### src/rtl/vai_tx_sched.sv
// vai_tx_sched: round-robin scheduler for one shared CCI-P Tx channel.
// Each requester lane tracks its own quota and usage, and the top module runs the arbiter and the quota window.
module vai_tx_sched_lane #(
  parameter int CNT_W  = 16,
  parameter bit IS_MGR = 1'b0
) (
  input  logic             clk,
  input  logic             reset,
  input  logic             gnt_i,
  input  logic             wrap_i,
  input  logic             cfg_we_i,
  input  logic [CNT_W-1:0] cfg_quota_i,
  input  logic             almfull_i,
  output logic             quota_ok_o,
  output logic             quota_hit_o,
  output logic             req_almfull_o
);
  logic [CNT_W-1:0] quota_q, quota_d, used_q, used_d;
  logic             hit_d;

  // The arbiter checks eligibility against the quota currently in force.
  // quota_hit looks ahead to the quota that applies in the next cycle.
  assign quota_ok_o = IS_MGR || (quota_q == '0) || (used_q < quota_q);

  always_comb begin
    quota_d = cfg_we_i ? cfg_quota_i : quota_q;
    used_d  = used_q;
    if (wrap_i)
      used_d = '0;
    else if (gnt_i && (used_q != '1))
      used_d = used_q + 1'b1;
    hit_d = !IS_MGR && (quota_d != '0) && (used_d >= quota_d);
  end

  always_ff @(posedge clk) begin
    if (reset) begin
      quota_q       <= '0;
      used_q        <= '0;
      quota_hit_o   <= 1'b0;
      req_almfull_o <= 1'b1;
    end else begin
      quota_q       <= quota_d;
      used_q        <= used_d;
      quota_hit_o   <= hit_d;
      req_almfull_o <= almfull_i | hit_d;
    end
  end
endmodule

module vai_tx_sched #(
  parameter  int N_REQ = 9,
  parameter  int CNT_W = 16,
  localparam int IDX_W = $clog2(N_REQ)
) (
  input  logic             clk,
  input  logic             reset,
  input  logic             up_almFull,
  input  logic [N_REQ-1:0] req_valid,
  output logic [N_REQ-1:0] grant,
  output logic             grant_valid,
  output logic [IDX_W-1:0] grant_idx,
  input  logic             cfg_wr,
  input  logic [IDX_W-1:0] cfg_idx,
  input  logic [CNT_W-1:0] cfg_quota,
  input  logic [CNT_W-1:0] window_len,
  output logic [N_REQ-1:0] req_almFull,
  output logic [N_REQ-1:0] quota_hit
);
  logic             almFull_q;
  logic [IDX_W-1:0] ptr_q, ptr_d;
  logic [CNT_W-1:0] win_cnt_q, win_len_q;
  logic             wrap;
  logic [N_REQ-1:0] quota_ok, elig, cfg_we;
  logic             found;
  int               idx;

  // win_len_q comes out of reset at 0. The first window after reset therefore lasts one cycle,
  // and that cycle latches the live window_len.
  assign wrap = (win_cnt_q == win_len_q);
  assign elig = req_valid & quota_ok & {N_REQ{~almFull_q}};

  for (genvar i = 0; i < N_REQ; i++) begin : g_lane
    assign cfg_we[i] = cfg_wr && (cfg_idx == IDX_W'(i));
    vai_tx_sched_lane #(.CNT_W(CNT_W), .IS_MGR(i == N_REQ-1)) u_lane (
      .clk          (clk),
      .reset        (reset),
      .gnt_i        (grant[i]),
      .wrap_i       (wrap),
      .cfg_we_i     (cfg_we[i]),
      .cfg_quota_i  (cfg_quota),
      .almfull_i    (almFull_q),
      .quota_ok_o   (quota_ok[i]),
      .quota_hit_o  (quota_hit[i]),
      .req_almfull_o(req_almFull[i])
    );
  end

  // Search rotates from ptr+1, and the current holder is checked last.
  always_comb begin
    grant     = '0;
    grant_idx = '0;
    ptr_d     = ptr_q;
    found     = 1'b0;
    idx       = 0;
    if (!reset) begin
      for (int k = 1; k <= N_REQ; k++) begin
        idx = int'(ptr_q) + k;
        if (idx >= N_REQ) idx = idx - N_REQ;
        if (!found && elig[idx]) begin
          found      = 1'b1;
          grant[idx] = 1'b1;
          grant_idx  = IDX_W'(idx);
          ptr_d      = IDX_W'(idx);
        end
      end
    end
  end

  assign grant_valid = |grant;

  always_ff @(posedge clk) begin
    if (reset) begin
      almFull_q <= 1'b1;
      ptr_q     <= IDX_W'(N_REQ-1);
      win_cnt_q <= '0;
      win_len_q <= '0;
    end else begin
      almFull_q <= up_almFull;
      ptr_q     <= ptr_d;
      if (wrap) begin
        win_cnt_q <= '0;
        win_len_q <= window_len;
      end else begin
        win_cnt_q <= win_cnt_q + 1'b1;
      end
    end
  end
endmodule

### config.mk
export PLATFORM = sky130hd
export DESIGN_NAME = vai_tx_sched
export DESIGN_NICKNAME = d
export VERILOG_FILES = /design/src/rtl/vai_tx_sched.sv
export SDC_FILE = /design/constraint.sdc
export NUM_CORES = 1
export LEC_CHECK = 0
export ABC_AREA = 1
export BUFFER_PORTS_ARGS = -buffer_cell sky130_fd_sc_hd__buf_2
export CAP_MARGIN = 20
export CORE_UTILIZATION = 25
export DETAILED_ROUTE_END_ITERATION = 10
export PLACE_DENSITY = 0.47
export REMOVE_ABC_BUFFERS = 1
export SYNTH_ARGS = -nofsm -noshare
export SYNTH_HDL_FRONTEND = slang
export SYNTH_SLANG_ARGS = --single-unit
### constraint.sdc
create_clock -name clk -period 9 [get_ports clk]
set_input_delay 0.45 -clock clk [delete_from_list [all_inputs] [get_ports clk]]
set_output_delay 0.45 -clock clk [all_outputs]
set_load 0.05 [all_outputs]
==> impl_metrics.yaml, run 1 <==
setup_path:
  r2r_end: "g_lane[2].u_lane.quota_hit_o"
  reg2reg_depth: 34
  endpoint_kind: "flop"
  critPathKind: "reg2reg"
  rrSetupSlack_ns: 1.41
  crit_top_cell: "nand2_1"
  cp-startpoint: "ptr_q[1]"
  arrival_ns: 8.01
  worstPathMaxFanout: 21
  critical-path-slowest-cell: "ha_1"
  critPathCapture: "g_lane[2].u_lane.quota_hit_o"
  critPathRequiredTime_ns: 9.42
  startpoint_type: "flop"
  rr_startpoint: "ptr_q[1]"
  max_stage_delay_ns: 0.75
finish:
  final_cells: 5386
  fin_nets: 4317
  fin_area_um2: 28800
  drive_above_1_share_pct: 7.42
  n_antenna_cell: 0
  final_util_pct: 28.2
  final_common_cell: "nand2_1"
  layout_common_cells: "866 x nand2_1, 572 x nor2_1, 555 x inv_1"
  syn2layout_area_growth_pct: 11.2
power_and_ir_drop:
  pwr-share-seq_pct: 16.0
  p_int_mw: 5.05
  p_per_area_nw_per_um2: 402
  ir_drop_mv: 0.349
  leakagePower_nw: 14.1
  power_frac_comb_pct: 69.0
  power.total_mw: 11.6
  p_sw_share_pct: 56.5
  p_clk_share_pct: 14.9
  p_switching_mw: 6.56
grt:
  grt_pass1_vias: 23900
  antenna_found_initial: 12
  grt_pass1_wl_um: 138000
  grt_max_degree: 106
  grt_overflow: 0
  grt_usage_pct: 16.8
drt:
  first_pass_iters: 6
  wl_per_cell_um: 16.5
  routed-wl-met2_um: 36900
  routed.top_layer: "met4"
  drtIter0Drc: 1809
  drc: 0
  wl_met3_um: 5750
  ant_nets: 0
  viasPerCell: 4.69
  wl_met1_um: 43800
  vias: 25300
  wl_um: 89000
clocking:
  ctsRootBufferMaster: "clkbuf_16"
  cts_buffer_depth: 3
  clk_pin_slew_ns: 0.05
  cts_tree: "yes"
  htree_levels: 2
  cts.sinks: 310
  clock_latency_ns: 0.59
  cts_setup_buffers: 0
  numCtsBuffers: 42
  post_cts_resized: 0
  cts_hold_buffers: 0
floorplanning:
  dieArea_um2: 105000
  core_um2: 102000
  rows: 117
  pin_count: 81
  start_util_pct: 25.4
  fp.dieH_um: 324
  die_w_um: 324
timing:
  setup_viol: 0
  slew_violations: 0
  maxSlewHeadroom_pct: 37.1
  finalCriticalPeriod_ns: 7.59
  rsz0062_at_grt: "false"
  worst_slew_pin_slew_ns: 0.943
  setup_ws_ns: 1.41
  setup_tns_ns: 0
  clock.fmax_ghz: 0.132
  period_share_pct: 84.3
  fin_worst_skew_ns: 0.0476
  hold_violations: 0
  hold_ws_ns: 0.105
synth:
  synth.distinct_cells: 66
  ys_ff_latch: 310
  synth_edf_count: 0
  async_flop_share_pct: 0
  syn_inst: 4000
  yosysSeqAreaShare_pct: 23.9
  syn-cell-area_um2: 25900
  synth_ff_type: "dfxtp_1"
  yosysWarnings: 0
  synth.avg_cell_area_um2: 6.49
min_path:
  hold_class: "in2reg"
placed_design:
  dpl_cell_area_um2: 27400
  gp_congestion: 0.924
  preCtsSetupSlack_ns: 1.44
  dp_cells: 5312
  post-dp-hpwl_um: 68000
  io_buffers: 79
status:
  status: "finished clean"
flow_run:
  maxCapViolations: 0
per-layer routing:
layer / GRT usage, % / vias up
li1: - / 13000
met1: 24.4 / 11500
met2: 25.3 / 657
met3: 2.43 / 112
met4: 5.08 / 0
met5: 0 / -
power groups by stage:
stage	Clock, mW	Combinational, mW	Sequential, mW
finish	1.73	8.01	1.86
global route	1.84	8.99	1.89
CTS	1.78	7.99	1.86
detailed placement	0	7.94	1.89
global placement	0	7.95	1.89
floorplan	0	5.64	1.87
sequential cells by signal, indices dropped and copies added (netlist names):
| register | flops |
|---|---|
| win_cnt_q | 16 |
| g_lane.u_lane.req_almfull_o | 9 |
| ptr_q | 4 |
| g_lane.u_lane.quota_q | 128 |
| almFull_q | 1 |
| g_lane.u_lane.used_q | 128 |
| win_len_q | 16 |
| g_lane.u_lane.quota_hit_o | 8 |
area by class of cell:
cell class / instances / area (µm²)
clock inverter: 22 / 269
clock buffer: 52 / 1150
sequential: 310 / 6210
inverter: 578 / 2180
multi-input combinational: 2958 / 16800
tap: 1368 / 1710
timing repair buffer: 98 / 557
fill: 11500 / 73500
synth_stat cells (all sizes together) (71+ instances only):
library cell	number	share of area, %
a21oi	152	2.9
buf	71	1.9
clkbuf	83	1.2
dfxtp	310	24
ha	280	14
inv	576	8.4
nand2	890	13
nand3	199	4.6
nand4	193	4.8
nor2	589	8.8
nor3	84	1.7
o21ai	255	5.1
xor2	122	4.4
worst max-delay path: cells and delay by family, from the launching register on:
| family | cells | cell delay, ns |
|---|---|---|
| buffers and inverters | 5 | 0.99 |
| AO/OA/AOI/OAI | 12 | 1.71 |
| AND/OR/NAND/NOR | 15 | 3.05 |
| adder cells (fa/ha/maj) | 2 | 1.05 |
| flip-flops | 1 | 0.66 |
worst min path at each step:
stage,endpoint,startpoint,cells after the start,slack [ns]
after floorplan,win_cnt_q[0],win_cnt_q[0],1,0.44
after global placement,win_cnt_q[0],win_cnt_q[0],1,0.47
after detailed placement,win_cnt_q[0],win_cnt_q[0],1,0.48
after CTS,win_len_q[7],window_len[7],3,0.07
after global routing,win_len_q[7],window_len[7],3,0.1
final,almFull_q,up_almFull,2,0.10
logic make-up after synthesis:
| logic type | Yosys count | share of synthesized area [%] |
|---|---|---|
| flops | 310 | 23.9 |
| fa+ha+maj | 280 | 13.5 |
| simple gates | 2032 | 34.9 |
| compound gates | 502 | 11.0 |
| buf+inv | 732 | 11.5 |
| xor+xnor | 143 | 5.09 |
| other cells | 1 | 0.0145 |
No activity file was read; power rests on OpenSTA's default activity.
==> run 2: changes to the inputs <==
==> constraint.sdc (replaced) <==
create_clock -name clk -period 7 [get_ports clk]
set_input_delay 0.35 -clock clk [delete_from_list [all_inputs] [get_ports clk]]
set_output_delay 0.35 -clock clk [all_outputs]
set_load 0.05 [all_outputs]
==> run 2 against run 1 <==
  * Total power is 31% higher
  * Highest routed layer unchanged
  * Maximum frequency up 17%
  * Largest cell class unchanged
  * Cell count grew 0.78%
  * Register-to-register slack lost 0.90 ns
  * Critical endpoint is now g_lane[5].u_lane.req_almfull_o
  * Combinational power up 32%
  * Non-clock buffer count grew 41
==> impl_metrics.yaml, run 2 (synthesized netlist as in run 1, its figures left out) <==
status:
  status: "finished clean"
clocking:
  ctsRootBufferMaster: "clkbuf_16"
  cts.sinks: 310
  clk_pin_slew_ns: 0.06
  cts_tree: "yes"
  numCtsBuffers: 42
  clock_latency_ns: 0.58
  htree_levels: 2
  cts_buffer_depth: 3
grt:
  grt_pass1_wl_um: 139000
  grt_max_degree: 71
  grt_usage_pct: 17.0
  grt_overflow: 0
  antenna_found_initial: 8
  grt_pass1_vias: 23700
finish:
  drive_above_1_share_pct: 8.15
  layout_common_cells: "866 x nand2_1, 572 x nor2_1, 555 x inv_1"
  seq_area_um2: 6210
  fin_nets: 4358
  reg.largest.list: "g_lane.u_lane.quota_q (128), g_lane.u_lane.used_q (128)"
  fill_cells: 11400
  final_common_cell: "nand2_1"
  syn2layout_area_growth_pct: 12.5
  multi_input_area_um2: 16800
placed_design:
  preCtsSetupSlack_ns: 0.489
  post-dp-hpwl_um: 68400
  io_buffers: 79
  gp_congestion: 0.917
drt:
  ant_nets: 0
  vias: 25400
  first_pass_iters: 5
  wl_um: 90100
  drc: 0
  viasPerCell: 4.68
  drtIter0Drc: 1912
  wl_per_cell_um: 16.6
setup_path:
  startpoint_type: "flop"
  worstPathMaxFanout: 13
  crit_top_cell: "nand2_1"
  critPathRequiredTime_ns: 7.45
  arrival_ns: 6.94
  max_stage_delay_ns: 0.37
  endpoint_kind: "flop"
  reg2reg_depth: 38
  rrSetupSlack_ns: 0.51
  r2r_end: "g_lane[5].u_lane.req_almfull_o"
  critPathKind: "reg2reg"
  rr_startpoint: "ptr_q[1]"
  critical-path-slowest-cell: "ha_1"
flow_run:
  maxCapViolations: 0
power_and_ir_drop:
  p_per_area_nw_per_um2: 521
  leakagePower_nw: 14.3
  ir_drop_mv: 0.451
floorplanning:
  start_util_pct: 25.4
  die_w_um: 324
  core_um2: 102000
  fp.dieH_um: 324
  dieArea_um2: 105000
  pin_count: 81
  rows: 117
timing:
  slew_violations: 0
  period_share_pct: 92.8
  rsz0062_at_grt: "false"
  setup_tns_ns: 0
  hold_violations: 0
  maxSlewHeadroom_pct: 33.7
  worst_slew_pin_slew_ns: 0.985
  setup_viol: 0
  fin_worst_skew_ns: 0.0154
  finalCriticalPeriod_ns: 6.49
  clock.fmax_ghz: 0.154
  setup_ws_ns: 0.507
min_path:
  hp-start: "window_len[13]"
  hold_path_depth: 3
  min_to: "win_len_q[13]"
  hold_class: "in2reg"
run 2: worst max-delay path by stage:
stage / slack [ns] / cells past startpoint / start / endpoint
6_report: 0.51 / 38 / ptr_q[1] / g_lane[5].u_lane.req_almfull_o
5_1_grt: 0.01 / 38 / ptr_q[1] / g_lane[5].u_lane.quota_hit_o
4_1_cts: 0.46 / 38 / ptr_q[1] / g_lane[4].u_lane.quota_hit_o
3_5_place_dp: 0.49 / 38 / ptr_q[1] / g_lane[4].u_lane.quota_hit_o
3_3_place_gp: 0.51 / 37 / ptr_q[2] / g_lane[4].u_lane.quota_hit_o
2_1_floorplan: 0.66 / 32 / ptr_q[0] / g_lane[2].u_lane.req_almfull_o
run 2: per-layer routing:
metal  vias up  part of all wire [%]  global-route usage (%)
li1      13100                     -                       -
met1     11500                    50                    25.0
met2       649                    42                    25.3
met3       102                   6.1                    2.57
met4         0                   2.5                    4.97
met5         -                     0                       0
run 2: repair_timing:
| item | in CTS | in global routing |
|---|---|---|
| hold buffers | 7 | 0 |
| gates resized for setup | 0 | 1 |
| endpoints found under the hold margin | 7 | 0 |
| setup buffers | 0 | 14 |
| endpoints found under the setup margin | 0 | 5 |
run 2: final cells by class:
cell class,instances,share of cell area [%]
Multi-Input combinational cell,2958,57.5
Sequential cell,310,21.3
Inverter,578,7.46
Tap cell,1368,5.86
Clock buffer,59,4.23
Timing Repair Buffer,139,3.02
Clock inverter,15,0.694
Antenna cell,1,0.00857
run 2: power by group:
group	total (mW)	internal, mW	switching (mW)
clock	2.28	1.38	0.900
sequential	2.37	2.05	0.320
combinational	10.6	3.31	7.27
total	15.2	6.73	8.49
run 2: critical path, delay by kind of cell (launching register included):
kind	cells	cell delay [ns]
AOI/OAI and AO/OA	11	1.64
xor gates and xnor gates	1	0.34
adders and majority gates	3	0.86
buffers and inverters	5	0.77
DFF	1	0.33
and+or+nand+nor	18	2.40
run 2: stage by stage:
stage	cell area, µm²	std cells	util [%]	total power, mW	hold WS [ns]
final	29200	5428	28.5	15.2	0.0342
after global routing	29200	5428	28.5	16.7	0.0263
after CTS	29100	5413	28.4	15.1	0.000356
after detailed placement	27600	5332	26.9	12.8	0.473
after global placement	27600	5332	26.9	12.8	0.465
after floorplan	25100	3846	-	9.66	0.417
==> run 3: changes to the inputs <==
--- a/config.mk
+++ b/config.mk
@@ -8,6 +8,7 @@
 export ABC_AREA = 1
 export BUFFER_PORTS_ARGS = -buffer_cell sky130_fd_sc_hd__buf_2
 export CAP_MARGIN = 20
+export CORE_MARGIN = 2
 export CORE_UTILIZATION = 25
 export DETAILED_ROUTE_END_ITERATION = 10
 export PLACE_DENSITY = 0.47
==> run 3 against run 2 <==
  * Clock-buffer cell count increased by 7
  * Final area decreased by 0.38%
  * Non-clock buffer count decreased by 11
  * Register-to-register slack about the same
  * Critical endpoint is now g_lane[2].u_lane.req_almfull_o
==> impl_metrics.yaml, run 3 (synthesized netlist as in run 1, its figures left out) <==
setup_path:
  path_delay_family: "simple AND/OR/NAND/NOR gates"
  worstPathMaxFanout: 20
  crit_top_cell: "o21a_1"
  startpoint_type: "flop"
  critPathRequiredTime_ns: 7.43
  max_stage_delay_ns: 0.42
  arrival_ns: 6.92
  critPathKind: "reg2reg"
  endpoint_kind: "flop"
  path_buf_inv: 7
  critical-path-slowest-cell: "ha_1"
placed_design:
  dpl_cell_area_um2: 27600
  gp_congestion: 0.897
  post-dp-hpwl_um: 69400
  io_buffers: 79
finish:
  fill_cells: 11600
  reg.largest.list: "g_lane.u_lane.quota_q (128), g_lane.u_lane.used_q (128)"
  fin_area_um2: 29100
  drive_above_1_share_pct: 7.80
  final_util_pct: 28.2
  syn2layout_area_growth_pct: 12.1
  layout_common_cells: "866 x nand2_1, 572 x nor2_1, 555 x inv_1"
  fin_nets: 4346
  final_common_cell: "nand2_1"
floorplanning:
  core_um2: 103000
  start_util_pct: 25.1
  rows: 118
  die_w_um: 326
  fp.dieH_um: 326
  dieArea_um2: 106000
  pin_count: 81
status:
  status: "finished clean"
clocking:
  htree_levels: 2
  cts_tree: "yes"
  clk_pin_slew_ns: 0.05
  clock_latency_ns: 0.58
  numCtsBuffers: 41
  cts.sinks: 310
  ctsRootBufferMaster: "clkbuf_16"
  cts_buffer_depth: 3
min_path:
  hold_class: "in2reg"
power_and_ir_drop:
  ir_drop_mv: 0.621
  p_sw_share_pct: 56.3
  p_int_mw: 6.63
  pwr-share-seq_pct: 15.6
  p_switching_mw: 8.54
  leakagePower_nw: 14.2
  power_frac_comb_pct: 70.0
  p_clk_share_pct: 14.4
  p_per_area_nw_per_um2: 521
grt:
  grt_overflow: 0
  grt_pass1_wl_um: 140000
  grt_pass1_vias: 24200
  grt_max_degree: 82
  grt_usage_pct: 16.6
  antenna_found_initial: 5
drt:
  viasPerCell: 4.69
  wl_um: 90600
  first_pass_iters: 6
  vias: 25500
  drc: 0
  drtIter0Drc: 1910
  ant_nets: 0
  wl_per_cell_um: 16.7
timing:
  hold_violations: 0
  fin_worst_skew_ns: 0.0331
  finalCriticalPeriod_ns: 6.49
  period_share_pct: 92.7
  clock.fmax_ghz: 0.154
  maxSlewHeadroom_pct: 37.9
  setup_viol: 0
  worst_slew_pin_slew_ns: 0.931
  slew_violations: 0
  setup_tns_ns: 0
  rsz0062_at_grt: "false"
flow_run:
  maxCapViolations: 0
run 3: final timing paths:
kind | slack (ns) | to | cells after the start | start
setup / recovery | 0.51 | g_lane[2].u_lane.req_almfull_o | 37 | ptr_q[1]
hold / removal | 0.03 | win_len_q[5] | 3 | window_len[5]
setup reg to reg | 0.51 | g_lane[2].u_lane.req_almfull_o | 37 | ptr_q[1]
hold reg to reg | 0.49 | win_cnt_q[0] | 1 | win_cnt_q[0]
run 3: through the flow:
stage	worst slack [ns]	power, mW	std cells	hold slack, ns
2_1_floorplan	0.659	9.66	3846	0.417
6_report	0.509	15.2	5435	0.0259
3_3_place_gp	0.267	12.9	5348	0.469
4_1_cts	0.392	15.1	5426	0.00563
5_1_grt	0.0182	16.6	5432	0.0259
3_5_place_dp	0.428	12.8	5348	0.482
run 3: worst min-delay path: cells and delay by family:
kind            cells  cell delay (ns)
compound gates      1             0.07
simple gates        1             0.08
buf+inv             1             0.07
run 3: cell type report:
| class | instances | area [µm²] | area share (%) |
|---|---|---|---|
| sequential | 310 | 6210 | 21.3 |
| timing repair buffer | 128 | 807 | 2.77 |
| clock buffer | 66 | 1210 | 4.17 |
| clock inverter | 10 | 154 | 0.529 |
| multi-input combinational | 2958 | 16800 | 57.7 |
| inverter | 578 | 2180 | 7.48 |
| tap | 1380 | 1730 | 5.94 |
| antenna | 5 | 12.5 | 0.0430 |
run 3: power groups by stage:
stage / Clock [mW] / Sequential (mW) / Combinational, mW
after global placement: 0 / 2.41 / 10.5
after global routing: 2.32 / 2.41 / 11.9
final: 2.18 / 2.37 / 10.6
after CTS: 2.24 / 2.37 / 10.5
after floorplan: 0 / 2.41 / 7.25
after detailed placement: 0 / 2.41 / 10.4
run 3: per-layer routing:
metal	GRT usage, %	vias to the layer above	routed length [µm]
met5	0	-	0
li1	-	13100	-
met4	4.54	0	2070
met2	26.6	574	39900
met3	1.68	113	3700
met1	23.5	11700	44900
run 3: what timing repair did:
item / 4_1_cts / 5_1_grt
endpoints found under the setup margin: 0 / 12
gates resized for setup: 0 / 4
hold endpoints to repair: 2 / 0
hold buffers: 2 / 0
buffers inserted: 0 / 3
